`src/rtl/avmm_csr_pkg.sv`:
```
// Shared definitions for the CSR command-to-Avalon-MM master: FSM states,
// timeout counter width and the default data returned on an aborted read.
package avmm_csr_pkg;

    typedef enum logic [2:0] {
        IDLE    = 3'd0,
        WR_REQ  = 3'd1,
        RD_REQ  = 3'd2,
        RD_WAIT = 3'd3,
        RSP     = 3'd4
    } state_t;

    localparam int unsigned CNT_W = 16;

    localparam logic [31:0] ERR_RDATA_DEFAULT = 32'hDEAD_BEEF;

endpackage

```
`src/rtl/avmm_csr_master.sv`:
```
// Turns single CSR commands into Avalon-MM reads/writes, one outstanding at a
// time, with a per-transaction cycle budget that aborts unanswered accesses.
module avmm_csr_master
    import avmm_csr_pkg::*;
#(
    parameter int unsigned TIMEOUT_CYCLES = 1024,
    parameter logic [31:0] ERR_RDATA      = ERR_RDATA_DEFAULT
) (
    input  logic        clk,
    input  logic        rst_n,

    input  logic        cmd_valid,
    output logic        cmd_ready,
    input  logic        cmd_write,
    input  logic [31:0] cmd_addr,
    input  logic [31:0] cmd_wdata,

    output logic        rsp_valid,
    input  logic        rsp_ready,
    output logic [31:0] rsp_rdata,
    output logic        rsp_timeout,

    output logic [31:0] master_address,
    output logic        master_read,
    output logic        master_write,
    output logic [31:0] master_writedata,
    output logic [3:0]  master_byteenable,
    input  logic        master_waitrequest,
    input  logic [31:0] master_readdata,
    input  logic        master_readdatavalid,

    output logic        stray_rdv
);

    localparam logic [CNT_W-1:0] CNT_LAST = CNT_W'(TIMEOUT_CYCLES - 1);

    state_t           state_reg;
    logic [CNT_W-1:0] cnt_reg;
    logic             expired;

    // A read accepted on its last budgeted cycle enters RD_WAIT with the
    // counter past the limit; >= makes that wait abort on its first cycle.
    assign expired           = (cnt_reg >= CNT_LAST);
    assign master_byteenable = 4'hF;

    always_ff @(posedge clk or negedge rst_n) begin
        if (!rst_n) begin
            state_reg        <= IDLE;
            cnt_reg          <= '0;
            cmd_ready        <= 1'b0;
            master_read      <= 1'b0;
            master_write     <= 1'b0;
            master_address   <= '0;
            master_writedata <= '0;
            rsp_valid        <= 1'b0;
            rsp_rdata        <= '0;
            rsp_timeout      <= 1'b0;
            stray_rdv        <= 1'b0;
        end else begin
            if (master_readdatavalid && (state_reg != RD_WAIT)) begin
                stray_rdv <= 1'b1;
            end

            case (state_reg)
                IDLE: begin
                    cmd_ready <= 1'b1;
                    if (cmd_valid && cmd_ready) begin
                        cmd_ready        <= 1'b0;
                        cnt_reg          <= '0;
                        master_address   <= cmd_addr;
                        master_writedata <= cmd_wdata;
                        if (cmd_write) begin
                            master_write <= 1'b1;
                            state_reg    <= WR_REQ;
                        end else begin
                            master_read  <= 1'b1;
                            state_reg    <= RD_REQ;
                        end
                    end
                end

                WR_REQ: begin
                    if (!master_waitrequest) begin
                        master_write <= 1'b0;
                        rsp_valid    <= 1'b1;
                        rsp_rdata    <= '0;
                        rsp_timeout  <= 1'b0;
                        state_reg    <= RSP;
                    end else if (expired) begin
                        master_write <= 1'b0;
                        rsp_valid    <= 1'b1;
                        rsp_rdata    <= ERR_RDATA;
                        rsp_timeout  <= 1'b1;
                        state_reg    <= RSP;
                    end else begin
                        cnt_reg <= cnt_reg + 1'b1;
                    end
                end

                RD_REQ: begin
                    if (!master_waitrequest) begin
                        master_read <= 1'b0;
                        cnt_reg     <= cnt_reg + 1'b1;
                        state_reg   <= RD_WAIT;
                    end else if (expired) begin
                        master_read <= 1'b0;
                        rsp_valid   <= 1'b1;
                        rsp_rdata   <= ERR_RDATA;
                        rsp_timeout <= 1'b1;
                        state_reg   <= RSP;
                    end else begin
                        cnt_reg <= cnt_reg + 1'b1;
                    end
                end

                RD_WAIT: begin
                    // Data arriving on the final budgeted cycle still wins.
                    if (master_readdatavalid) begin
                        rsp_valid   <= 1'b1;
                        rsp_rdata   <= master_readdata;
                        rsp_timeout <= 1'b0;
                        state_reg   <= RSP;
                    end else if (expired) begin
                        rsp_valid   <= 1'b1;
                        rsp_rdata   <= ERR_RDATA;
                        rsp_timeout <= 1'b1;
                        state_reg   <= RSP;
                    end else begin
                        cnt_reg <= cnt_reg + 1'b1;
                    end
                end

                RSP: begin
                    if (rsp_ready) begin
                        rsp_valid <= 1'b0;
                        cmd_ready <= 1'b1;
                        state_reg <= IDLE;
                    end
                end

                default: begin
                    state_reg    <= IDLE;
                    master_read  <= 1'b0;
                    master_write <= 1'b0;
                    rsp_valid    <= 1'b0;
                    cmd_ready    <= 1'b0;
                end
            endcase
        end
    end

endmodule

```
`config.mk`:
```
export PLATFORM = sky130hd
export DESIGN_NAME = avmm_csr_master
export DESIGN_NICKNAME = d
export VERILOG_FILES = /design/src/rtl/avmm_csr_pkg.sv /design/src/rtl/avmm_csr_master.sv
export SDC_FILE = /design/constraint.sdc
export NUM_CORES = 1
export LEC_CHECK = 0
export ABC_CLOCK_PERIOD_IN_PS = 2450
export BUFFER_PORTS_ARGS = -buffer_cell sky130_fd_sc_hd__clkbuf_2
export CAP_MARGIN = 10
export CORE_MARGIN = 2
export CORE_UTILIZATION = 37
export CTS_CLUSTER_DIAMETER = 60
export DETAILED_ROUTE_END_ITERATION = 8
export PLACE_DENSITY_LB_ADDON = 0.3
export REMOVE_ABC_BUFFERS = 1
export SKIP_CTS_REPAIR_TIMING = 1
export SYNTH_ARGS = -nofsm -noshare
export SYNTH_HDL_FRONTEND = slang
export SYNTH_SLANG_ARGS = --single-unit
```
`constraint.sdc`:
```
create_clock -name clk -period 2.45 [get_ports clk]
set_input_delay 0.3675 -clock clk [delete_from_list [all_inputs] [get_ports clk]]
set_output_delay 0.3675 -clock clk [all_outputs]
set_load 0.05 [all_outputs]
```
Word level (Yosys, flattened, before mapping)
Index checks and enable logic that the tools add are counted.
- $add $sub $neg: 1
- $lt $le $gt $ge: 1
- equal/unequal tests: 14
- muxes and demuxes: 41
- bitwise logic cells: 4
- reductions and logical operators: 16
- operator list (cell ; number):
    two-way mux 32 bit ; 4
    one-hot mux 32 bit (3 select lines) ; 1
    two-way mux 16 bit ; 5
    one-hot mux 16 bit (4 select lines) ; 1
    two-way mux 3 bit ; 6
    two-way mux 1 bit ; 17
    adder 16 x 1 -> 16 bit, second input constant ; 1
    greater-or-equal comparator 16 x 10 -> 1 bit, second input constant ; 1
    one-hot mux 3 bit (5 select lines) ; 1
    != test 2 bit, second input constant ; 7
    one-hot mux 1 bit (3 select lines) ; 4
    AND reduction 4 bit ; 3
    OR reduction 3 bit ; 3
    AND reduction 2 bit ; 4
    == test 3 x 2 -> 1 bit, second input constant ; 2
    != test 3 bit, second input constant ; 2
    one-hot mux 1 bit (5 select lines) ; 1
    NOT 1 bit ; 4
    nonzero test 4 bit ; 1
    == test 3 x 1 -> 1 bit, second input constant ; 1
    == test 3 bit, second input constant ; 1
    logical NOT 3 bit ; 1
    != test 3 x 2 -> 1 bit, second input constant ; 1
    AND reduction 3 bit ; 1
    3 further kinds ; 4
- register bits: 121
- input bits: 103
- output and inout port bits: 106
- word-level logic and storage cells: 88

Longest topological paths before layout
- depth in word-level cells: 4
- depth in mapped cells: 7
- depth with buffers taken out: 6

Worst setup path before layout
No wires, ideal clock.
- path kind: flip-flop to flip-flop
- start point: register cmd_ready
- end point: register master_address[14]
- setup time: 125 ps
- arrival time: 2245 ps
- data required time: 2325 ps
- path slack: 80 ps
- stages on the path, launching flop included: 6
- path buffers: 2
- clock period less this slack: 2370 ps
- path through: dfrtp_1 > nand2_1 > nor4_1 > clkbuf_1 > buf_2 > mux2_2
- word-level cells in the longest chain between the ends: 2
- ends and longest elaborated chain (element ; RTL line ; RTL):
    start, declared ; avmm_csr_master.sv:13 ; output logic cmd_ready,
    start signal, assigned ; avmm_csr_master.sv:50 ; cmd_ready <= 1'b0;
    start signal, assigned ; avmm_csr_master.sv:66 ; cmd_ready <= 1'b1;
    start signal, assigned ; avmm_csr_master.sv:68 ; cmd_ready <= 1'b0;
    logical AND 1 bit ; avmm_csr_master.sv:67 ; if (cmd_valid && cmd_ready) begin
    AND reduction 2 bit (no source line) ; - ;
    end signal, assigned ; avmm_csr_master.sv:70 ; master_address <= cmd_addr;
    end, declared ; avmm_csr_master.sv:23 ; output logic [31:0] master_address,
No other way between the ends.
A chain may end at the register's enable or synchronous reset.

Final worst setup path
- start point: register state_reg[0]
- end point: register cnt_reg[5]
- word-level cells in the longest chain between the ends: 3
- elaborated cells on any way between the ends: 10
- those cells by class: eq/ne (6); mux (1); reduce/logical (3)
- ends and longest elaborated chain (element ; RTL line ; RTL):
    start, declared ; avmm_csr_master.sv:37 ; state_t state_reg;
    start signal, assigned ; avmm_csr_master.sv:48 ; state_reg <= IDLE;
    start signal, assigned ; avmm_csr_master.sv:74 ; state_reg <= WR_REQ;
    start signal, assigned ; avmm_csr_master.sv:77 ; state_reg <= RD_REQ;
    == test 3 x 2 -> 1 bit (tied with other cells) ; avmm_csr_master.sv:64 ; case (state_reg)
    nonzero test 4 bit (no source line) or != test 2 bit (tied branches) ; - ;
    AND reduction 4 bit (no source line) ; - ;
    end signal, assigned ; avmm_csr_master.sv:96 ; cnt_reg <= cnt_reg + 1'b1;
    end signal, assigned ; avmm_csr_master.sv:103 ; cnt_reg <= cnt_reg + 1'b1;
    end signal, assigned ; avmm_csr_master.sv:112 ; cnt_reg <= cnt_reg + 1'b1;
    end, declared ; avmm_csr_master.sv:38 ; logic [CNT_W-1:0] cnt_reg;
Several ways; a longest one is shown, not always the timed one.

==> run summary <==
=================================================================================
Run status .........................................................    completed
Total of warnings raised by yosys ..................................            0
Max Slew Vio Count .................................................            0
Effective utilization at floorplan .................................        37.5%
Library cell occupying the most area in the post-synthesis netlist . sky130_fd_sc_hd__dfrtp_1
Cell breakdown of the critical path ................................ nor2_1 > a21o_1 > or3_4 > or4_1 > a21oi_1
Power after layout .................................................     11700 µW
Total clock buffers created by CTS .................................           17
Via count of the first global-routing pass .........................         4256
Most used cells in the layout excluding fill and tap cells ......... sky130_fd_sc_hd__clkbuf_2 (203), sky130_fd_sc_hd__dfrtp_1 (121), sky130_fd_sc_hd__a21oi_1 (66), sky130_fd_sc_hd__mux2_2 (39)
Most common cell after layout, fill and taps aside ................. sky130_fd_sc_hd__clkbuf_2
TritonCTS clock tree ...............................................         done
Largest registers .................................................. master_address x32, master_writedata x32, rsp_rdata x32
Total wirelength of the detailed-routed design .....................     13100 µm
Post-route worst setup slack .......................................     0.309 ns
Met3 WL post-DR ....................................................      1170 µm
Unrepaired setup endpoints after global routing ....................        false
IO Port Bufs .......................................................          204
Total iterations of the first detailed-routing run .................            5
Number of rows in the core area ....................................           43
Mapped Area ........................................................     5150 µm²
Maximum Capacitance Violations .....................................            0
Max Clk Rate .......................................................      467 MHz
Die Area ...........................................................    14900 µm²
Fin. Hold Viols ....................................................            0
Last weighted congestion value of the routability-driven placer ....        0.807
Cell with the largest stage delay on the worst path ................ sky130_fd_sc_hd__dfrtp_1
Clock tree root buffer cell ........................................ sky130_fd_sc_hd__clkbuf_16
Data required time at the worst endpoint ...........................      2.78 ns
Uppermost metal layer occupied by signal nets ......................         met4
Yosys reg bits .....................................................          121
Static leakage .....................................................   0.00339 µW
Clock slew seen by the registers of the worst setup and hold paths .      0.06 ns
Area used by sequential logic in the layout ........................     3030 µm²
Final routed wire length divided by cell count .....................      15.6 µm
Avg Inst Size Synth ................................................     11.8 µm²
Number of DRC violations after detailed routing ....................            0
Detailed Place HPWL ................................................      9420 µm
Routed metal-1 wire length .........................................      5460 µm
Netlist cell types .................................................           44
Area occupied by multi-input gates .................................     1990 µm²
Routed wl met2 .....................................................      6270 µm
Number of nets in the finished design ..............................          752
Worst min path class ............................................... input port to flop
Sort of element at the start of the critical path ..................         flop
Power per Cell Area ................................................  1670 nW/µm²
Area overhead of the layout relative to synthesis ..................        36.3%
# H-tree levels ....................................................            4
Share of the synthesized area in the top cell type .................        58.8%
Wire length of the first global-routing pass .......................     21200 µm
Core footprint .....................................................    13700 µm²
Via density per instance ...........................................         5.17
Number of standard cells after synthesis ...........................          435
Crit-path max cell delay ...........................................      0.60 ns
CP Capture Type ....................................................         flop
Fill cell total of the finished layout .............................         1227
Largest driver fanout on the critical path .........................           15
Number of antenna violations at the first check in global routing ..            0
Number of buffers on the longest clock path ........................            2
Die Span Y .........................................................       122 µm
Inserted Diodes ....................................................            0
Final count of negative-setup-slack endpoints ......................            0
WP buf/inv .........................................................            0
Family with the most delay on the worst path ....................... simple AND/OR/NAND/NOR gates
Critical path class ................................................ flop to flop
Ranking of synthesized cells by area ............................... sky130_fd_sc_hd__dfrtp_1 (59%), sky130_fd_sc_hd__mux2_2 (8.5%), sky130_fd_sc_hd__a21oi_1 (6.4%)
Drt first-iter violations ..........................................          264
VDD IR-drop max ....................................................    0.00118 V
Min Tclk post-route ................................................      2.14 ns
Post-route clock period utilization ................................        87.4%
Clock Skews ........................................................    0.0105 ns
GRT overflow .......................................................            0
Vias ...............................................................         4348
Clock sink count ...................................................          121
Ports ..............................................................          209
Share of post-route cells with drive strength above 1 ..............        44.6%
DRT antenna net count ..............................................            0
Part of the Yosys area used for sequential elements ................        58.8%
X dimension of the die .............................................       122 µm
Pin count of the biggest net entering global routing ...............           77
Global-route usage over all layers .................................        18.3%
Clock latency on the worst-skew pair ...............................      0.41 ns
Relative slew margins ..............................................        51.5%
Tightest Pin Transition ............................................     0.728 ns
Endpoint arrival time on the critical path .........................      2.47 ns
Pre-CTS WS .........................................................     0.316 ns
=================================================================================
## where the power goes
group          switching, µW  total, µW  leakage, µW  internal (µW)
clock network            896       2390     0.000271           1490
registers                543       3420      0.00150           2870
logic                   4300       5930      0.00163           1630
## path summary, 6_finish.rpt
path / slack (ns) / start / endpoint / cells past startpoint
min in group asynchronous: 0.30 / rst_n / master_write / 2
hold reg to reg: 0.48 / master_writedata[29] / master_writedata[29] / 1
setup reg to reg: 0.31 / state_reg[0] / cnt_reg[5] / 5
max in group asynchronous: 1.39 / rst_n / master_address[5] / 3
hold / removal: 0.17 / cmd_wdata[29] / master_writedata[29] / 2
setup / recovery: 0.31 / state_reg[0] / cnt_reg[5] / 5
## layer usage
metal | track usage (%) | up-vias
li1 | - | 2050
met5 | 0 | -
met3 | 8.90 | 17
met2 | 27.7 | 173
met1 | 22.5 | 2108
met4 | 6.68 | 0
## per-stage QoR
| stage | std cells | utilization [%] | hold WS, ns | TNS, ns | cell area, µm² |
|---|---|---|---|---|---|
| after global routing | 841 | 51.2 | 0.146 | 0 | 7020 |
| after global placement | 808 | 46.9 | 0.170 | 0 | 6430 |
| after CTS | 840 | 51.1 | -0.277 | 0 | 7010 |
| final | 841 | 51.2 | 0.171 | 0 | 7020 |
| after detailed placement | 808 | 46.9 | 0.169 | 0 | 6430 |
| after floorplan | 408 | - | 0.0719 | -481.09 | 5020 |
## cell families (layout without fill, tap and decap cells)
family | count (synthesis) | after routing | synth area share [%]
and+or+nand+nor | 79 | 79 | 7.92
muxes | 64 | 64 | 14.0
buffers and inverters | 35 | 258 | 3.04
other | 1 | 4 | 0.0728
AOI/OAI and AO/OA | 134 | 134 | 15.9
DFF | 121 | 121 | 58.8
adders and majority gates | 1 | 1 | 0.243
## cell type report
type                       count  area share (%)
sequential                   121            43.1
clock inverter                15            2.18
multi-input combinational    282            28.3
clock buffer                  17            6.06
timing repair buffer         221            16.8
tap                          180            3.21
inverter                       5           0.267
## cells in the mapped netlist (all sizes together)
cell,number
dfrtp,121
a21oi,66
mux2,64
a31oi,25
clkbuf,23
nand2,16
nor2,16
nor3,10
a22o,8
buf,7
nand3,7
o31ai,7
nand4,6
o21ai,6
a211oi,5
inv,5
nor2b,4
nor4,4
or3,4
and2,3
and3,3
or4,3
a21o,2
a311oi,2
nand4b,2
o211ai,2
o41ai,2
a211o,1
a21boi,1
a32o,1
a41oi,1
conb,1
ha,1
nand3b,1
o21a,1
o21bai,1
o2bb2ai,1
o311a,1
o32ai,1
(Power assumes the default switching activity.)
